[src/rtl/serial_bus_slave.sv]
// Bit-serial bus responder: decodes rw/addr/blen frame, then writes or reads incrementing-wrap bursts to a local register memory.
// Latency: first read bit READ_LAT cycles after the last header bit; writes commit on the edge taking the beat's last bit.
// Backpressure: m_valid gaps stall the frame; s_ready drops during read turnaround/data. Parity beats under `BUS_SLAVE_PARITY_EN.
module serial_bus_slave #(
    parameter int ADDR_W   = 4,
    parameter int DATA_W   = 8,
    parameter int BURST_W  = 4,
    parameter int READ_LAT = 2
) (
    input  logic i_clk,
    input  logic i_rst_n,
    input  logic i_s_sel,
    input  logic i_m_valid,
    input  logic i_m_data,
    output logic o_s_ready,
    output logic o_s_valid,
    output logic o_s_data,
    output logic o_s_busy,
    output logic o_s_err
);

`ifdef BUS_SLAVE_PARITY_EN
    localparam int BPB = DATA_W + 1;
`else
    localparam int BPB = DATA_W;
`endif
    localparam int CNT_W = 8;

    typedef enum logic [2:0] {S_IDLE, S_ADDR, S_BLEN, S_WDATA, S_RWAIT, S_RDATA} state_t;

    state_t               r_state, w_state_nxt;
    logic                 r_rw, w_rw_nxt;
    logic [ADDR_W-1:0]    r_addr, w_addr_nxt, w_addr_inc;
    logic [BURST_W-1:0]   r_blen, w_blen_nxt;
    logic [CNT_W-1:0]     r_cnt, w_cnt_nxt;
    logic [BURST_W:0]     r_beat, w_beat_nxt;
    logic [DATA_W-1:0]    r_sh, w_sh_nxt;
    logic                 r_valid, w_valid_nxt;
    logic                 r_data, w_data_nxt;
    logic                 w_acc, w_we;
    logic [DATA_W-1:0]    w_wdat, w_rd_cur, w_rd_next;
    logic [DATA_W-1:0]    r_mem [0:(1<<ADDR_W)-1];
`ifdef BUS_SLAVE_PARITY_EN
    logic                 r_par, w_par_nxt;
    logic                 r_err, w_err_nxt;
`endif

    assign o_s_ready  = i_s_sel && ((r_state == S_IDLE) || (r_state == S_ADDR) ||
                                    (r_state == S_BLEN) || (r_state == S_WDATA));
    assign o_s_busy   = (r_state != S_IDLE);
    assign o_s_valid  = r_valid;
    assign o_s_data   = r_data;
    assign w_acc      = i_m_valid && o_s_ready;
    assign w_addr_inc = r_addr + ADDR_W'(1);
    assign w_rd_cur   = r_mem[r_addr];
    assign w_rd_next  = r_mem[w_addr_inc];
`ifdef BUS_SLAVE_PARITY_EN
    assign o_s_err    = r_err;
`else
    assign o_s_err    = 1'b0;
`endif

    always_comb begin
        w_state_nxt = r_state;
        w_rw_nxt    = r_rw;
        w_addr_nxt  = r_addr;
        w_blen_nxt  = r_blen;
        w_cnt_nxt   = r_cnt;
        w_beat_nxt  = r_beat;
        w_sh_nxt    = r_sh;
        w_valid_nxt = 1'b0;
        w_data_nxt  = 1'b0;
        w_we        = 1'b0;
        w_wdat      = r_sh;
`ifdef BUS_SLAVE_PARITY_EN
        w_par_nxt   = r_par;
        w_err_nxt   = r_err;
`endif
        // Deselect mid-frame abandons the frame; completed beats already sit in memory.
        if ((r_state != S_IDLE) && !i_s_sel) begin
            w_state_nxt = S_IDLE;
        end else begin
            case (r_state)
                S_IDLE: if (w_acc) begin
                    w_rw_nxt    = i_m_data;
                    w_cnt_nxt   = '0;
                    w_state_nxt = S_ADDR;
                end
                S_ADDR: if (w_acc) begin
                    w_addr_nxt = {i_m_data, r_addr[ADDR_W-1:1]};
                    if (r_cnt == CNT_W'(ADDR_W-1)) begin
                        w_cnt_nxt   = '0;
                        w_state_nxt = S_BLEN;
                    end else begin
                        w_cnt_nxt = r_cnt + CNT_W'(1);
                    end
                end
                S_BLEN: if (w_acc) begin
                    w_blen_nxt = {i_m_data, r_blen[BURST_W-1:1]};
                    w_beat_nxt = '0;
                    if (r_cnt == CNT_W'(BURST_W-1)) begin
                        w_cnt_nxt   = '0;
                        w_state_nxt = r_rw ? S_RWAIT : S_WDATA;
                    end else begin
                        w_cnt_nxt = r_cnt + CNT_W'(1);
                    end
                end
                S_WDATA: if (w_acc) begin
                    if (r_cnt == CNT_W'(BPB-1)) begin
`ifdef BUS_SLAVE_PARITY_EN
                        if ((^{r_sh, i_m_data}) == 1'b0) begin
                            w_we   = 1'b1;
                            w_wdat = r_sh;
                        end else begin
                            w_err_nxt = 1'b1;
                        end
`else
                        w_we   = 1'b1;
                        w_wdat = {i_m_data, r_sh[DATA_W-1:1]};
`endif
                        w_addr_nxt = w_addr_inc;
                        w_cnt_nxt  = '0;
                        w_beat_nxt = r_beat + (BURST_W+1)'(1);
                        if (r_beat == {1'b0, r_blen})
                            w_state_nxt = S_IDLE;
                    end else begin
                        w_sh_nxt  = {i_m_data, r_sh[DATA_W-1:1]};
                        w_cnt_nxt = r_cnt + CNT_W'(1);
                    end
                end
                S_RWAIT: begin
                    // Bit 0 is registered on the same edge as the word load so s_valid rises after exactly READ_LAT idle cycles.
                    if (r_cnt == CNT_W'(READ_LAT-1)) begin
                        w_cnt_nxt   = '0;
                        w_sh_nxt    = w_rd_cur;
                        w_valid_nxt = 1'b1;
                        w_data_nxt  = w_rd_cur[0];
`ifdef BUS_SLAVE_PARITY_EN
                        w_par_nxt   = ^w_rd_cur;
`endif
                        w_state_nxt = S_RDATA;
                    end else begin
                        w_cnt_nxt = r_cnt + CNT_W'(1);
                    end
                end
                S_RDATA: begin
                    if (r_cnt == CNT_W'(BPB-1)) begin
                        if (r_beat == {1'b0, r_blen}) begin
                            w_state_nxt = S_IDLE;
                        end else begin
                            w_addr_nxt  = w_addr_inc;
                            w_beat_nxt  = r_beat + (BURST_W+1)'(1);
                            w_cnt_nxt   = '0;
                            w_sh_nxt    = w_rd_next;
                            w_valid_nxt = 1'b1;
                            w_data_nxt  = w_rd_next[0];
`ifdef BUS_SLAVE_PARITY_EN
                            w_par_nxt   = ^w_rd_next;
`endif
                        end
                    end else begin
                        w_cnt_nxt   = r_cnt + CNT_W'(1);
                        w_sh_nxt    = r_sh >> 1;
                        w_valid_nxt = 1'b1;
                        w_data_nxt  = r_sh[1];
`ifdef BUS_SLAVE_PARITY_EN
                        if (r_cnt == CNT_W'(DATA_W-1))
                            w_data_nxt = r_par;
`endif
                    end
                end
                default: w_state_nxt = S_IDLE;
            endcase
        end
    end

    always_ff @(posedge i_clk or negedge i_rst_n) begin
        if (!i_rst_n) begin
            r_state <= S_IDLE;
            r_rw    <= 1'b0;
            r_addr  <= '0;
            r_blen  <= '0;
            r_cnt   <= '0;
            r_beat  <= '0;
            r_sh    <= '0;
            r_valid <= 1'b0;
            r_data  <= 1'b0;
`ifdef BUS_SLAVE_PARITY_EN
            r_par   <= 1'b0;
            r_err   <= 1'b0;
`endif
        end else begin
            r_state <= w_state_nxt;
            r_rw    <= w_rw_nxt;
            r_addr  <= w_addr_nxt;
            r_blen  <= w_blen_nxt;
            r_cnt   <= w_cnt_nxt;
            r_beat  <= w_beat_nxt;
            r_sh    <= w_sh_nxt;
            r_valid <= w_valid_nxt;
            r_data  <= w_data_nxt;
`ifdef BUS_SLAVE_PARITY_EN
            r_par   <= w_par_nxt;
            r_err   <= w_err_nxt;
`endif
        end
    end

    always_ff @(posedge i_clk) begin
        if (w_we)
            r_mem[r_addr] <= w_wdat;
    end

endmodule

[config.mk]
export PLATFORM = sky130hd
export DESIGN_NAME = serial_bus_slave
export DESIGN_NICKNAME = d
export VERILOG_FILES = /design/src/rtl/serial_bus_slave.sv
export SDC_FILE = /design/constraint.sdc
export NUM_CORES = 1
export LEC_CHECK = 0
export ABC_CLOCK_PERIOD_IN_PS = 9900
export CORE_MARGIN = 2
export CORE_UTILIZATION = 30
export CTS_CLUSTER_DIAMETER = 200
export DETAILED_ROUTE_END_ITERATION = 8
export MAX_ROUTING_LAYER = met4
export PLACE_DENSITY = 0.52
export SYNTH_ARGS = -nofsm -noshare
export SYNTH_HDL_FRONTEND = slang
export SYNTH_SLANG_ARGS = --single-unit
[constraint.sdc]
create_clock -name i_clk -period 9.9 [get_ports i_clk]
set_input_delay 1.98 -clock i_clk [delete_from_list [all_inputs] [get_ports i_clk]]
set_output_delay 1.98 -clock i_clk [all_outputs]
set_load 0.01 [all_outputs]
==> reports/metrics.cfg <==
[timing]
skew_ps=13.9
finalMaxSlewViolations=0
fmax_mhz=185
worst_slew_pin_slew_ps=1180
rsz0062_at_grt=false
hold_viol=0
relSlewSlack_pct=21.1
finalCritPeriodShare_pct=54.5
tns_ps=0
period_needed_ps=5400
finalSetupViolations=0

[status]
status=complete, no violations

[synth]
syn_nets=548
synth_edf_count=128
yosysWarnings=0
synth.avg_cell_area_um2=15.4
netlist_instances=536
yosys_register_bits=163
ys.flop_type=edfxtp_1
synthArstFlopShare_pct=21.5
seq_area_frac_synth_pct=57.2
ys_types=64
synth_area_um2=8250

[layout]
most-common-layout-cells=128 x edfxtp_1, 75 x mux4_2, 61 x nand2_1
layout_commonest_cell=edfxtp_1
drive_gt1_share_pct=23.9
fillerInstances=2541
fin_cells=893
nets=551
fin_util_pct=34.3
diodes=0
areaGrowthSynthToFinish_pct=12.0

[place]
gp_congestion=0.812
dp.cells=861
hpwl_um=13700
port_buffers=8

[power]
p_seq_share_pct=34.6
swShare_pct=35.3
p_sw_mw=0.887
clkPwrFrac_pct=26.4
intPower_mw=1.63
power_frac_comb_pct=39.0
p_per_area_nw_per_um2=272
cellLeakagePower_nw=3.16
total_power_mw=2.52
ir_drop_v=0.000132

[hold_path]
min_path_type=flip-flop to flip-flop
min_from=r_blen[0]

[critical_path]
critPathKind=input pin to primary output
max_stage_delay_ps=580
cpMaxStageDelayCell=clkdlybuf4s50_1
cp.arrival_ps=3420
worstSetupEndpointType=primary output
path_common_cell=clkdlybuf4s50_1
timing.rr.start=r_addr[1]
path_cells=clkdlybuf4s50_1 > inv_1 > nor2_1 > clkdlybuf4s50_1
setup.worst_path.start=i_s_sel
worstSetupStartpointType=input pin
r2r_slack_ps=5950
cp_max_fo=7
required_ps=7920

[clock_network]
numCtsBuffers=17
cts_setup_buffers=0
htree_levels=4
cts_tree=done
clock-root-buffer=clkbuf_16
clock_sinks=163
cts_resized=0
path_clk_slew_ps=60
clock_latency_ps=440
clock_path_buffers=2
cts_hold_buf=0

[global_routing]
grt_pass1_wl_um=30500
grt_pass1_vias=4822
grt.total_usage_pct=14.9
grt_max_degree=51
grt-ovfl-total=0
grt_antenna_before_repair=0

[detailed_routing]
drtIter0Drc=516
num_vias=4815
avgViaCountPerCell=5.39
post-route-drc-count=0
wl_um=19800
antenna_left=0
routedWlPerCell_um=22.1
first_pass_iters=7

[die]
die-area_um2=28800
ios=10
start_util_pct=30.6
fp-row-count=60
coreArea_um2=27000
die_w_um=170
die_y_um=170

[job]
max_cap_violations=0

[routing by layer]
layer / GRT usage (%) / routed length [µm]
met5: - / 0
met4: 5.57 / 410
met3: 2.70 / 917
met2: 24.0 / 9990
met1: 18.9 / 8450
[synthesized netlist by cell type (all sizes together), types with 2 or more instances]
master / number / area share, %
a221oi: 4 / 0.71
a31oi: 10 / 0.76
xor2: 2 / 0.21
o21ai: 13 / 0.79
clkbuf: 9 / 0.41
a21o: 3 / 0.27
nand2b: 5 / 0.41
ha: 7 / 1.1
buf: 22 / 1.7
dfrtp: 35 / 11
inv: 9 / 0.41
nor2: 38 / 1.7
a211oi: 5 / 0.61
o41ai: 2 / 0.44
a21oi: 15 / 0.91
o22ai: 2 / 0.23
edfxtp: 128 / 47
a22oi: 6 / 0.55
nor2b: 6 / 0.45
nand4: 2 / 0.15
nor3: 9 / 0.61
and3: 6 / 0.45
xnor2: 6 / 0.86
and2: 5 / 0.41
nand3: 15 / 0.91
o211ai: 5 / 0.52
o31ai: 5 / 0.45
or2: 2 / 0.15
nand2: 61 / 2.8
mux2i: 6 / 0.73
mux4: 77 / 21
a31o: 2 / 0.32
[state kept, by name, indices dropped and copies added (netlist names), 3 cells and up]
| register | count |
|---|---|
| r_beat | 5 |
| r_mem | 128 |
| r_addr | 4 |
| r_state | 3 |
| r_cnt | 8 |
| r_sh | 8 |
| r_blen | 4 |
[worst max-delay path, delay by kind of cell]
kind                   cells  cell delay [ps]
AND/OR/NAND/NOR            1              140
buffers and inverters      3             1300
[final cells by class]
type	instances	area, µm²	share of cell area (%)
flip-flops and latches	163	4720	51.1
multi-input cells	333	3320	35.9
well taps	341	427	4.62
clock buffers	17	425	4.60
clock inverters	15	183	1.98
repair buffers	15	128	1.38
inverters	9	33.8	0.366
[cells by family (layout without fill, tap and decap cells)]
kind of cell / count (synthesis) / count (layout) / share of synthesized area (%)
flip-flops: 163 / 163 / 57.2
AND/OR/NAND/NOR: 155 / 155 / 8.66
multiplexers: 84 / 84 / 22.0
AO/OA/AOI/OAI: 78 / 78 / 7.45
buffers and inverters: 40 / 56 / 2.55
XOR/XNOR: 8 / 8 / 1.08
adder cells (fa/ha/maj): 7 / 7 / 1.06
other: 1 / 1 / 0.0454
[per-stage QoR]
| step | instance area, µm² | worst slack [ps] | hold WS, ps |
|---|---|---|---|
| 2_1_floorplan | 8250 | 5710 | 460 |
| 3_3_place_gp | 8630 | 4610 | 489 |
| 3_5_place_dp | 8630 | 4520 | 492 |
| 4_1_cts | 9240 | 4520 | 507 |
| 5_1_grt | 9240 | 4490 | 532 |
| 6_report | 9240 | 4500 | 506 |
[power by group through the flow]
stage	clock network, mW	logic (mW)	registers, mW
2_1_floorplan	0	0.774	0.839
3_3_place_gp	0	0.983	0.882
3_5_place_dp	0	0.994	0.884
4_1_cts	0.678	1.00	0.870
5_1_grt	0.704	1.06	0.878
6_report	0.663	0.982	0.871
[worst paths after layout]
path,endpoint,cells past startpoint
hold / removal,r_blen[0],2
max in group asynchronous,r_addr[0],1
setup reg to reg,r_sh[2],8
min in group asynchronous,r_beat[3],1
hold reg to reg,r_blen[0],2
setup / recovery,o_s_ready,4
Note: power is estimated with default switching activity, not from simulation.
